`src/rtl/mc_ctrl_fsm_pkg.sv`:
```
// Shared encodings for the multi-cycle MIPS control unit: state codes, opcodes,
// funct codes and datapath select/ALU control values.
package mc_ctrl_pkg;

    typedef enum logic [3:0] {
        StFetch  = 4'd0,
        StDecode = 4'd1,
        StMemAdr = 4'd2,
        StMemRd  = 4'd3,
        StMemWb  = 4'd4,
        StMemWr  = 4'd5,
        StExec   = 4'd6,
        StAluWb  = 4'd7,
        StBranch = 4'd8,
        StAddiEx = 4'd9,
        StAddiWb = 4'd10,
        StJump   = 4'd11,
        StHalt   = 4'd12
    } state_e;

    localparam logic [5:0] OpRtype = 6'h00;
    localparam logic [5:0] OpJ     = 6'h02;
    localparam logic [5:0] OpBeq   = 6'h04;
    localparam logic [5:0] OpAddi  = 6'h08;
    localparam logic [5:0] OpLw    = 6'h23;
    localparam logic [5:0] OpSw    = 6'h2B;

    localparam logic [5:0] FnAdd = 6'h20;
    localparam logic [5:0] FnSub = 6'h22;
    localparam logic [5:0] FnAnd = 6'h24;
    localparam logic [5:0] FnOr  = 6'h25;
    localparam logic [5:0] FnSlt = 6'h2A;

    localparam logic [2:0] AluAdd = 3'b010;
    localparam logic [2:0] AluSub = 3'b110;
    localparam logic [2:0] AluAnd = 3'b000;
    localparam logic [2:0] AluOr  = 3'b001;
    localparam logic [2:0] AluSlt = 3'b111;

    // Control-unit internal ALU operation class fed to the ALU decoder.
    localparam logic [1:0] AluOpAdd   = 2'b00;
    localparam logic [1:0] AluOpSub   = 2'b01;
    localparam logic [1:0] AluOpFunct = 2'b10;
    localparam logic [1:0] AluOpNone  = 2'b11;

    localparam logic [1:0] SrcBReg   = 2'b00;
    localparam logic [1:0] SrcBFour  = 2'b01;
    localparam logic [1:0] SrcBImm   = 2'b10;
    localparam logic [1:0] SrcBImmSh = 2'b11;

    localparam logic [1:0] PcSrcAlu    = 2'b00;
    localparam logic [1:0] PcSrcAluOut = 2'b01;
    localparam logic [1:0] PcSrcJump   = 2'b10;

    function automatic logic funct_legal(input logic [5:0] funct);
        return (funct == FnAdd) || (funct == FnSub) || (funct == FnAnd) ||
               (funct == FnOr)  || (funct == FnSlt);
    endfunction

endpackage

```
`src/rtl/mc_ctrl_fsm_if.sv`:
```
// Control/datapath bundle: instruction fields and flags in, enables and selects out.
interface mc_ctrl_fsm_if;
    logic [5:0] opcode;
    logic [5:0] funct;
    logic       zero;
    logic       pc_we;
    logic       iord;
    logic       mem_we;
    logic       ir_we;
    logic       reg_we;
    logic       reg_dst;
    logic       mem_to_reg;
    logic       alu_src_a;
    logic [1:0] alu_src_b;
    logic [2:0] alu_ctrl;
    logic [1:0] pc_src;
    logic       instr_done;
    logic       illegal;
    logic [3:0] state;

    modport master (
        input  opcode, funct, zero,
        output pc_we, iord, mem_we, ir_we, reg_we, reg_dst, mem_to_reg, alu_src_a,
               alu_src_b, alu_ctrl, pc_src, instr_done, illegal, state
    );

    modport slave (
        output opcode, funct, zero,
        input  pc_we, iord, mem_we, ir_we, reg_we, reg_dst, mem_to_reg, alu_src_a,
               alu_src_b, alu_ctrl, pc_src, instr_done, illegal, state
    );
endinterface

```
`src/rtl/mc_ctrl_fsm_alu_decoder.sv`:
```
// Maps the FSM's ALU operation class plus R-type funct onto the ALU control code.
module alu_decoder
    import mc_ctrl_pkg::*;
(
    input  logic [1:0] aluop,
    input  logic [5:0] funct,
    output logic [2:0] alu_ctrl
);
    always_comb begin
        alu_ctrl = AluAnd;
        unique case (aluop)
            AluOpAdd: alu_ctrl = AluAdd;
            AluOpSub: alu_ctrl = AluSub;
            AluOpFunct: begin
                case (funct)
                    FnAdd:   alu_ctrl = AluAdd;
                    FnSub:   alu_ctrl = AluSub;
                    FnAnd:   alu_ctrl = AluAnd;
                    FnOr:    alu_ctrl = AluOr;
                    FnSlt:   alu_ctrl = AluSlt;
                    default: alu_ctrl = AluAdd;
                endcase
            end
            default: alu_ctrl = AluAnd;
        endcase
    end
endmodule

```
`src/rtl/mc_ctrl_fsm.sv`:
```
// Multi-cycle MIPS control unit: Moore FSM driving every datapath enable and select.
module mc_ctrl_fsm
    import mc_ctrl_pkg::*;
#(
    parameter bit TRAP_ON_ILLEGAL = 1'b0
) (
    input logic           clk,
    input logic           rst,
    mc_ctrl_fsm_if.master bus
);
    state_e     state_q, state_d;
    logic       store_q, store_d;
    logic [1:0] aluop;
    logic [2:0] alu_ctrl;
    logic       pc_we, iord, mem_we, ir_we, reg_we, reg_dst, mem_to_reg, alu_src_a;
    logic [1:0] alu_src_b, pc_src;
    logic       instr_done, illegal;

    alu_decoder u_alu_decoder (
        .aluop    (aluop),
        .funct    (bus.funct),
        .alu_ctrl (alu_ctrl)
    );

    always_ff @(posedge clk or posedge rst) begin
        if (rst) begin
            state_q <= StFetch;
            store_q <= 1'b0;
        end else begin
            state_q <= state_d;
            store_q <= store_d;
        end
    end

    always_comb begin
        state_d    = state_q;
        store_d    = store_q;
        aluop      = AluOpNone;
        pc_we      = 1'b0;
        iord       = 1'b0;
        mem_we     = 1'b0;
        ir_we      = 1'b0;
        reg_we     = 1'b0;
        reg_dst    = 1'b0;
        mem_to_reg = 1'b0;
        alu_src_a  = 1'b0;
        alu_src_b  = SrcBReg;
        pc_src     = PcSrcAlu;
        instr_done = 1'b0;
        illegal    = 1'b0;
        case (state_q)
            StFetch: begin
                ir_we     = 1'b1;
                pc_we     = 1'b1;
                alu_src_b = SrcBFour;
                aluop     = AluOpAdd;
                state_d   = StDecode;
            end
            StDecode: begin
                alu_src_b = SrcBImmSh;
                aluop     = AluOpAdd;
                // Latch lw/sw here so the opcode is not re-read in MEM_ADR.
                store_d   = (bus.opcode == OpSw);
                case (bus.opcode)
                    OpLw, OpSw: state_d = StMemAdr;
                    OpRtype: begin
                        if (funct_legal(bus.funct)) state_d = StExec;
                        else                        illegal = 1'b1;
                    end
                    OpBeq:   state_d = StBranch;
                    OpAddi:  state_d = StAddiEx;
                    OpJ:     state_d = StJump;
                    default: illegal = 1'b1;
                endcase
                if (illegal) state_d = TRAP_ON_ILLEGAL ? StHalt : StFetch;
            end
            StMemAdr: begin
                alu_src_a = 1'b1;
                alu_src_b = SrcBImm;
                aluop     = AluOpAdd;
                state_d   = store_q ? StMemWr : StMemRd;
            end
            StMemRd: begin
                iord    = 1'b1;
                state_d = StMemWb;
            end
            StMemWb: begin
                reg_we     = 1'b1;
                mem_to_reg = 1'b1;
                instr_done = 1'b1;
                state_d    = StFetch;
            end
            StMemWr: begin
                iord       = 1'b1;
                mem_we     = 1'b1;
                instr_done = 1'b1;
                state_d    = StFetch;
            end
            StExec: begin
                alu_src_a = 1'b1;
                aluop     = AluOpFunct;
                state_d   = StAluWb;
            end
            StAluWb: begin
                reg_we     = 1'b1;
                reg_dst    = 1'b1;
                instr_done = 1'b1;
                state_d    = StFetch;
            end
            StBranch: begin
                alu_src_a  = 1'b1;
                aluop      = AluOpSub;
                pc_src     = PcSrcAluOut;
                pc_we      = bus.zero;
                instr_done = 1'b1;
                state_d    = StFetch;
            end
            StAddiEx: begin
                alu_src_a = 1'b1;
                alu_src_b = SrcBImm;
                aluop     = AluOpAdd;
                state_d   = StAddiWb;
            end
            StAddiWb: begin
                reg_we     = 1'b1;
                instr_done = 1'b1;
                state_d    = StFetch;
            end
            StJump: begin
                pc_src     = PcSrcJump;
                pc_we      = 1'b1;
                instr_done = 1'b1;
                state_d    = StFetch;
            end
            StHalt: state_d = StHalt;
            default: state_d = StFetch;
        endcase
    end

    // Reset masks everything combinationally so a rising rst kills writes that cycle.
    assign bus.pc_we      = pc_we & ~rst;
    assign bus.iord       = iord & ~rst;
    assign bus.mem_we     = mem_we & ~rst;
    assign bus.ir_we      = ir_we & ~rst;
    assign bus.reg_we     = reg_we & ~rst;
    assign bus.reg_dst    = reg_dst & ~rst;
    assign bus.mem_to_reg = mem_to_reg & ~rst;
    assign bus.alu_src_a  = alu_src_a & ~rst;
    assign bus.alu_src_b  = rst ? 2'b00 : alu_src_b;
    assign bus.alu_ctrl   = rst ? 3'b000 : alu_ctrl;
    assign bus.pc_src     = rst ? 2'b00 : pc_src;
    assign bus.instr_done = instr_done & ~rst;
    assign bus.illegal    = illegal & ~rst;
    assign bus.state      = state_q;
endmodule

```
`src/flat_wrapper.sv`:
```
// flat-port wrapper written by rule: the top's interface ports become plain ports
module mc_ctrl_fsm_flat import mc_ctrl_pkg::*;
#(
    parameter bit TRAP_ON_ILLEGAL = 1'b0
)
  (clk, rst, bus_opcode, bus_funct, bus_zero, bus_pc_we, bus_iord, bus_mem_we, bus_ir_we, bus_reg_we, bus_reg_dst, bus_mem_to_reg, bus_alu_src_a, bus_alu_src_b, bus_alu_ctrl, bus_pc_src, bus_instr_done, bus_illegal, bus_state);
  mc_ctrl_fsm_if bus_i ();
  input logic clk;
  input logic rst;
  input wire logic [$bits(bus_i.opcode)-1:0] bus_opcode;
  input wire logic [$bits(bus_i.funct)-1:0] bus_funct;
  input wire logic [$bits(bus_i.zero)-1:0] bus_zero;
  output wire logic [$bits(bus_i.pc_we)-1:0] bus_pc_we;
  output wire logic [$bits(bus_i.iord)-1:0] bus_iord;
  output wire logic [$bits(bus_i.mem_we)-1:0] bus_mem_we;
  output wire logic [$bits(bus_i.ir_we)-1:0] bus_ir_we;
  output wire logic [$bits(bus_i.reg_we)-1:0] bus_reg_we;
  output wire logic [$bits(bus_i.reg_dst)-1:0] bus_reg_dst;
  output wire logic [$bits(bus_i.mem_to_reg)-1:0] bus_mem_to_reg;
  output wire logic [$bits(bus_i.alu_src_a)-1:0] bus_alu_src_a;
  output wire logic [$bits(bus_i.alu_src_b)-1:0] bus_alu_src_b;
  output wire logic [$bits(bus_i.alu_ctrl)-1:0] bus_alu_ctrl;
  output wire logic [$bits(bus_i.pc_src)-1:0] bus_pc_src;
  output wire logic [$bits(bus_i.instr_done)-1:0] bus_instr_done;
  output wire logic [$bits(bus_i.illegal)-1:0] bus_illegal;
  output wire logic [$bits(bus_i.state)-1:0] bus_state;
  assign bus_i.opcode = bus_opcode;
  assign bus_i.funct = bus_funct;
  assign bus_i.zero = bus_zero;
  assign bus_pc_we = bus_i.pc_we;
  assign bus_iord = bus_i.iord;
  assign bus_mem_we = bus_i.mem_we;
  assign bus_ir_we = bus_i.ir_we;
  assign bus_reg_we = bus_i.reg_we;
  assign bus_reg_dst = bus_i.reg_dst;
  assign bus_mem_to_reg = bus_i.mem_to_reg;
  assign bus_alu_src_a = bus_i.alu_src_a;
  assign bus_alu_src_b = bus_i.alu_src_b;
  assign bus_alu_ctrl = bus_i.alu_ctrl;
  assign bus_pc_src = bus_i.pc_src;
  assign bus_instr_done = bus_i.instr_done;
  assign bus_illegal = bus_i.illegal;
  assign bus_state = bus_i.state;
  mc_ctrl_fsm #(.TRAP_ON_ILLEGAL(TRAP_ON_ILLEGAL)) u_core (.clk(clk), .rst(rst), .bus(bus_i));
endmodule
```
`config.mk`:
```
export PLATFORM = sky130hd
export DESIGN_NAME = mc_ctrl_fsm_flat
export DESIGN_NICKNAME = d
export VERILOG_FILES = /design/src/rtl/mc_ctrl_fsm_pkg.sv /design/src/rtl/mc_ctrl_fsm_if.sv /design/src/rtl/mc_ctrl_fsm_alu_decoder.sv /design/src/rtl/mc_ctrl_fsm.sv /design/src/flat_wrapper.sv
export SDC_FILE = /design/constraint.sdc
export NUM_CORES = 1
export LEC_CHECK = 0
export CAP_MARGIN = 40
export CORE_MARGIN = 5
export CORE_UTILIZATION = 35
export CTS_CLUSTER_SIZE = 25
export DETAILED_ROUTE_END_ITERATION = 10
export PLACE_DENSITY = 0.72
export SYNTH_ARGS = -nofsm -noshare
export SYNTH_HDL_FRONTEND = slang
export SYNTH_SLANG_ARGS = --single-unit
export TNS_END_PERCENT = 100
```
`constraint.sdc`:
```
create_clock -name clk -period 5.8 [get_ports clk]
set_input_delay 1.74 -clock clk [delete_from_list [all_inputs] [get_ports clk]]
set_output_delay 1.74 -clock clk [all_outputs]
set_load 0.01 [all_outputs]
```
==> impl_metrics.json <==
{
  "status": "finished clean",
  "multi_input_area_sq_um": 519.2,
  "final_common_cell": "clkdlybuf4s50_1",
  "finalSetupTns_ps": 0,
  "yosys.cell_types.count": 38,
  "total_power_mw": 0.3249,
  "grt_max_degree": 23,
  "layout_common_cells": "clkdlybuf4s50_1 (35), nor3_1 (9), nand2_1 (7), nor2_1 (7)",
  "path_clk_slew_ps": 40,
  "row_count": 16,
  "design_area_sq_mm": 0.001074,
  "nNetsFinal": 144,
  "vdd_ir_drop_max_mv": 0.1506,
  "drv_cap": 0,
  "placedCellCount": 151,
  "h-tree-depth": 1,
  "diodes": 0,
  "via_count": 839,
  "gp_congestion": 0.8560,
  "drt-initial-drc-count": 20,
  "postCtsSetupBuffers": 0,
  "fin_crit_ps": 5461,
  "syn-num-nets": 110,
  "cts_inserted_buffers": 3,
  "drt_wl_total_um": 2047,
  "grt_use_total": 0.1505,
  "nFillCells": 190,
  "critical_path_class": "in -> out",
  "fmax_ghz": 0.1831,
  "synth_top_area_share": 0.1818,
  "drcViolationCount": 0,
  "yosysSeqAreaShare": 0.1818,
  "grt_overflow": 0,
  "finClkSkew_ps": 1.242,
  "worstPathRequired_ps": 4060,
  "clock_path_buffers": 2,
  "ant_nets": 0,
  "cts_resized": 0,
  "final.period_utilization": 0.9415,
  "firstDrtPassIters": 4,
  "topRoutingLayerUsed": "met4",
  "area.sequential_sq_um": 125.1,
  "portBuffers": 35,
  "cp_data_arrival_time_ps": 3720,
  "die_height_um": 54.34,
  "cp_slowest_stage_delay_ps": 530,
  "wl_met1_um": 858,
  "yosysWarningCount": 0,
  "final_hold_viol_count": 0,
  "setup_viol": 0,
  "synth_area_leaders": "dfrtp_1 (18%), nor3_1 (6.5%), nand2b_1 (5.5%)",
  "cpLargestDelayFamily": "buffers and inverters",
  "slew_headroom": 0.5690,
  "cts.sinks": 5,
  "async_flop_share": 1.000,
  "ys_seq_elements": 5,
  "yosysTopAreaCell": "dfrtp_1",
  "pin_count": 36,
  "rsz0062_at_grt": "no",
  "cts_tree": "built",
  "cts_root_buffer": "clkbuf_4",
  "via_per_inst": 5.413,
  "timing.hold.ws_ps": 511.1,
  "die_x_um": 54.34,
  "clock_latency_ps": 240,
  "post_drt_wl_per_cell_um": 13.21,
  "initial_core_util": 0.3581,
  "coreArea_sq_mm": 0.001922,
  "synthFlopType": "dfrtp_1",
  "endpoint_kind": "output port",
  "drive_above_1_share": 0.07031,
  "path_common_cell": "clkdlybuf4s50_1",
  "dpl_cell_area_sq_mm": 0.001047,
  "synth.cell_area_sq_um": 688.2,
  "crit_fanout": 5,
  "synth_edf_count": 0,
  "grt_pass1_wl_um": 3298,
  "met3_length_um": 95,
  "setup_slack_ps": 339.2,
  "dp_hpwl_um": 1619,
  "tightest_slew_ps": 646.5,
  "die_area_sq_mm": 0.002953,
  "syn-mean-instance-area_sq_um": 7.244,
  "grt_pass1_vias": 825,
  "startpoint_type": "input pin",
  "cellPowerDensity_mw_per_mm2": 302.7,
  "crit_buf_inv": 2,
  "drv_slew": 0,
  "hp-class": "reg -> reg",
  "syn_to_final_growth_pct": 56.00,
  "crit_slowest_cell": "clkdlybuf4s50_1",
  "netlist_instances": 95,
  "utilization": 0.5586,
  "path_cells": "clkdlybuf4s50_1 > or3_4 > o41ai_2 > o211a_1 > clkdlybuf4s50_1",
  "cts_hold_buf": 0,
  "post-place-ws_ps": 348.9,
  "met2WireLength_um": 1061,
  "grt_antenna_before_repair": 0,
  "power_leakage_nw": 0.3695,
  "instances_no_fill": 155
}
==> power by group <==
group	switching (mW)	internal, mW
clock network	0.0148	0.0260
logic	0.0870	0.108
registers	0.0455	0.0439
==> layout make-up <==
class / count / share of cell area
inverters: 3 / 0.01049
well taps: 27 / 0.03147
clock buffers: 4 / 0.02448
flip-flops and latches: 5 / 0.1166
repair buffers: 36 / 0.3333
multi-input cells: 80 / 0.4837
==> final timing paths <==
path	cells past startpoint	endpoint	start	slack [ps]
max	5	bus_illegal	bus_opcode[1]	340
min	1	u_core.store_q	u_core.store_q	510
max reg2reg	4	u_core.bus.state[1]	u_core.bus.state[0]	4160
min reg2reg	1	u_core.store_q	u_core.store_q	510
max in group asynchronous	2	u_core.bus.state[3]	rst	3830
min in group asynchronous	2	u_core.bus.state[2]	rst	1760
==> layer usage <==
layer,global-route usage,vias to the layer above
li1,-,423
met1,0.1705,381
met2,0.2769,31
met3,0.01090,4
met4,0.07884,0
met5,0,-
==> synth_stat cells (2+ instances only) <==
library cell	number
a211oi_1	4
a21oi_1	5
a31oi_1	2
buf_2	5
clkbuf_1	2
dfrtp_1	5
inv_1	3
nand2_1	7
nand2b_1	6
nand3_1	3
nor2_1	7
nor2b_1	6
nor3_1	9
nor4_1	2
nor4b_1	2
o21ai_0	4
xnor2_1	2
==> sequential cells by signal, indices dropped and copies added (netlist names) <==
signal / cells
u_core.bus.state: 4
u_core.store_q: 1
==> kinds of logic (layout without fill, tap and decap cells) <==
family	after synthesis	after routing	synth area share
simple gates	51	51	0.4219
mux	2	2	0.03091
buf+inv	10	43	0.06363
fa+ha+maj	1	1	0.01455
flops	5	5	0.1818
compound gates	23	23	0.2491
xor+xnor	3	3	0.03819
Power figures use the tool's default switching activity.
==> edit 1: new RTL, same flow settings <==
Make the reset (`rst`) synchronous in one clocked block.
--- a/src/rtl/mc_ctrl_fsm.sv
+++ b/src/rtl/mc_ctrl_fsm.sv
@@ -22,7 +22,7 @@
         .alu_ctrl (alu_ctrl)
     );
 
-    always_ff @(posedge clk or posedge rst) begin
+    always_ff @(posedge clk) begin
         if (rst) begin
             state_q <= StFetch;
             store_q <= 1'b0;
Behaviour: differs if rst is asserted again (counterexample within 4 cycles, from zero or initial values and one cycle with rst high); with rst held inactive, the same outputs for 10 cycles.
==> edit 1 against the original RTL <==
Sequential cell count unchanged. Wire length grew 5.0%. Final area increased by 1.3%. Area after synthesis shrank 1.5%. Synthesized cell count rose by 5.3%. Setup slack improved by 110 ps. Highest routed layer unchanged. Utilization increased by 1.3 points. Critical path type unchanged. First-iteration DRC count is 15% lower.
Power is not compared: it rests on default switching activity, and its combinational part moved more than twofold at a synthesized area within 25%.
==> edit 1: results (changes against the original RTL) <==
metric	value	unit	change
final WL	2150	µm	+5.0%
Async S/R FF share, synth	0		-1.00
Synth cell types	40		+5.3%
GRT Overall Usage	0.156		+0.00592
DRT iter0 DRCs	17		-15%
hpwl dp	1640	µm	+1.6%
first-pass GRT wire length	3490	µm	+5.9%
CTS buffer count	3		unchanged
crit-path max FO	4		-1
DP Area	1060	µm²	+1.1%
Synth top cells by count	nor2_1 (15), clkbuf_1 (6), nand2b_1 (6), nor3_1 (6)		
worst IR drop on VDD	86.3	µV	
total vias in the final route	869		+3.6%
top post-synthesis cells by area	dfxtp_1 (15%), nor2_1 (8.3%), nand2b_1 (5.5%)		
Slew @ Worst Pin	725	ps	+78.7 ps
Seq/Total Area, Yosys	0.148		-0.0342
Syn Nets	115		+4.5%
fraction of layout cells with a size suffix above 1	0.0815		+0.0112
EDFF count, synth	0		unchanged
nets@finish	151		+4.9%
skew final	0.637	ps	-0.605 ps
crit path DAT	3610	ps	-110 ps
RD Place Congestion	0.803		-6.2%
status	complete, no violations		
Synth-to-Final Area Change	60.3	%	
## edit 1: path summary, 6_finish.rpt
path                                            end  slack, ps           startpoint  depth (start not counted)
worst max-delay path                    bus_illegal        450        bus_opcode[5]                          6
worst min register to register       u_core.store_q        550       u_core.store_q                          2
worst max register to register  u_core.bus.state[2]       4020  u_core.bus.state[1]                          4
worst min-delay path                 u_core.store_q        550       u_core.store_q                          2
## edit 1: logic make-up (layout without fill, tap and decap cells)
family	count (synthesis)	in the layout	share of synthesized area
buffers and inverters	11	46	0.0609
and+or+nand+nor	54	54	0.435
muxes	3	3	0.0443
xor gates and xnor gates	4	4	0.0517
DFF	5	5	0.148
AOI/OAI and AO/OA	23	23	0.260
## edit 1: what timing repair did
item	4_1_cts	5_1_grt
endpoints found under the setup margin	0	1
resized for setup	0	1
setup buffers	0	0
hold buffers	0	0
## edit 1: critical path: stages
cell	delay, ps
clkdlybuf4s50_1	460
or4_4	500
or3_4	350
nand2b_1	180
a211oi_2	200
dlymetal6s2s_1	190
## edit 1: area by class of cell
class,count,area [µm²]
Multi-Input combinational cell,84,537
Tap cell,27,33.8
Clock buffer,4,26.3
Sequential cell,5,100
Timing Repair Buffer,38,375
Inverter,4,15.0
Fill cell,186,815
## edit 1: metrics by stage
step	setup WS, ps	utilization	std cells
3_3_place_gp	108	0.557	158
3_5_place_dp	57.0	0.557	158
4_1_cts	56.7	0.570	162
6_report	452	0.572	162
5_1_grt	362	0.572	162
2_1_floorplan	1050	-	100
## edit 1: power by group
| group | switching (mW) | internal (mW) |
|---|---|---|
| Clock | 0.0165 | 0.0262 |
| Sequential | 0.00398 | 0.0353 |
| Combinational | 0.0183 | 0.0244 |
## edit 1: metal layers
layer  up-vias  wire length (µm)  global-route usage
li1        444                 -                   -
met1       403               943               0.199
met2        20              1090               0.268
met3         2               100             0.00554
met4         0                21              0.0747
met5         -                 0                   0
==> edit 2: new RTL, same flow settings <==
Without the edit above. `TRAP_ON_ILLEGAL` is set to 1'b0 in 2 places; all go to 1'b1.
--- a/src/rtl/mc_ctrl_fsm.sv
+++ b/src/rtl/mc_ctrl_fsm.sv
@@ -2,7 +2,7 @@
 module mc_ctrl_fsm
     import mc_ctrl_pkg::*;
 #(
-    parameter bit TRAP_ON_ILLEGAL = 1'b0
+    parameter bit TRAP_ON_ILLEGAL = 1'b1
 ) (
     input logic           clk,
     input logic           rst,
--- a/src/flat_wrapper.sv
+++ b/src/flat_wrapper.sv
@@ -1,7 +1,7 @@
 // flat-port wrapper written by rule: the top's interface ports become plain ports
 module mc_ctrl_fsm_flat import mc_ctrl_pkg::*;
 #(
-    parameter bit TRAP_ON_ILLEGAL = 1'b0
+    parameter bit TRAP_ON_ILLEGAL = 1'b1
 )
   (clk, rst, bus_opcode, bus_funct, bus_zero, bus_pc_we, bus_iord, bus_mem_we, bus_ir_we, bus_reg_we, bus_reg_dst, bus_mem_to_reg, bus_alu_src_a, bus_alu_src_b, bus_alu_ctrl, bus_pc_src, bus_instr_done, bus_illegal, bus_state);
   mc_ctrl_fsm_if bus_i ();
Formal check against the unedited RTL: not equivalent (a bounded check fails within 4 cycles, from zero or initial values and one cycle with rst high).
==> edit 2 against the original RTL <==
Hold slack lost 10 ps. Area after synthesis grew 1.5%. Via count rose by 3.8%. Synthesized cell count rose by 2.1%. Power grew 26%. Largest cell class unchanged. Final area increased by 1.0%. Sequential share of layout area shrank 0.12 points. Setup slack better by 180 ps. Clock skew increased by 8.4 ps. Highest routed layer is now met3. Wire length up 5.4%. Non-clock buffer count unchanged. Sequential cell count unchanged.
==> edit 2: results (changes against the original RTL) <==
metric	value	unit	change
Worst Setup SP	bus_funct[4]		
crit-path max FO	3		-2
Seq/Total Area, Yosys	0.179		-0.00261
final WL	2160	µm	+5.4%
reg2reg start	u_core.bus.state[1]		
wire per inst	13.7	µm	+4.0%
Syn Nets	112		+1.8%
top post-synthesis cells by area	dfrtp_1 (18%), nand3_1 (5.7%), a21oi_1 (5.0%)		
hpwl dp	1710	µm	+5.4%
fraction of layout cells with a size suffix above 1	0.0538		-0.0165
Hold Path Class	reg -> reg		
worst IR drop on VDD	264	µV	+75%
Filler cells	200		+5.3%
post-place setup slack	508	ps	+159 ps
total vias in the final route	871		+3.8%
CTS clk-pin slew, worst paths	50	ps	
skew final	9.68	ps	+8.44 ps
first-pass GRT wire length	3820	µm	+16%
GRT Overall Usage	0.168		+0.0178
Leak	0.388	nW	+4.9%
Tcrit/Tclk final	0.910		-0.0313
nets@finish	146		+1.4%
worst stage delay on the critical path	590	ps	+60 ps
DRT iter0 DRCs	18		-10%
R2R setup slack	4190	ps	+30 ps
status	complete, no violations		
average cell area after synthesis	7.20	µm²	-0.64%
IO Port Bufs	35		unchanged
==> edit 2: cell types whose count changed after synthesis, sizes merged, moves of 3 or more <==
cell,unedited run,this run
nor3,9,6
nor2b,6,2
nand3,3,8
xor2,1,4
inv,3,6
==> edit 2: kinds of logic (layout without fill, tap and decap cells) <==
| kind of cell | after synthesis | in the layout | share of synthesized area |
|---|---|---|---|
| buffers and inverters | 13 | 46 | 0.0771 |
| flip-flops | 5 | 5 | 0.179 |
| multiplexers | 2 | 2 | 0.0287 |
| AND/OR/NAND/NOR | 47 | 47 | 0.407 |
| AO/OA/AOI/OAI | 25 | 25 | 0.246 |
| XOR/XNOR | 5 | 5 | 0.0627 |
==> edit 2: per-stage QoR <==
stage	hold WS, ps	area (µm²)	util
2_1_floorplan	459	698	-
4_1_cts	497	1080	0.564
3_3_place_gp	484	1060	0.551
3_5_place_dp	485	1060	0.551
6_report	501	1080	0.564
5_1_grt	571	1080	0.564
==> edit 2: final timing paths <==
path,to,cells past startpoint
setup / recovery,bus_alu_ctrl[2],6
hold / removal,u_core.store_q,2
setup reg to reg,u_core.bus.state[1],4
hold reg to reg,u_core.store_q,2
max in group asynchronous,u_core.bus.state[1],2
min in group asynchronous,u_core.store_q,2
==> edit 2: report_power, final <==
group | switching [mW] | total [mW] | internal, mW
Sequential | 0.0603 | 0.108 | 0.0476
Clock | 0.0153 | 0.0414 | 0.0261
Combinational | 0.120 | 0.260 | 0.140
==> edit 2: tightest hold or removal path: cells and delay by family, from the launching register on <==
kind | cells | cell delay [ps]
flip-flops | 1 | 350
AO/OA/AOI/OAI | 1 | 60
AND/OR/NAND/NOR | 1 | 50
==> edit 2: metal layers <==
layer,up-vias,GRT usage,share of wire
li1,429,-,-
met1,422,0.211,0.45
met2,20,0.293,0.50
met3,0,0.0409,0.051
met4,0,0.0249,0
met5,-,0,0
==> edit 2: final cells by class <==
| cell class | count | area share |
|---|---|---|
| Clock buffer | 4 | 0.0242 |
| Inverter | 6 | 0.0208 |
| Multi-Input combinational cell | 79 | 0.479 |
| Sequential cell | 5 | 0.115 |
| Tap cell | 27 | 0.0311 |
| Timing Repair Buffer | 36 | 0.330 |
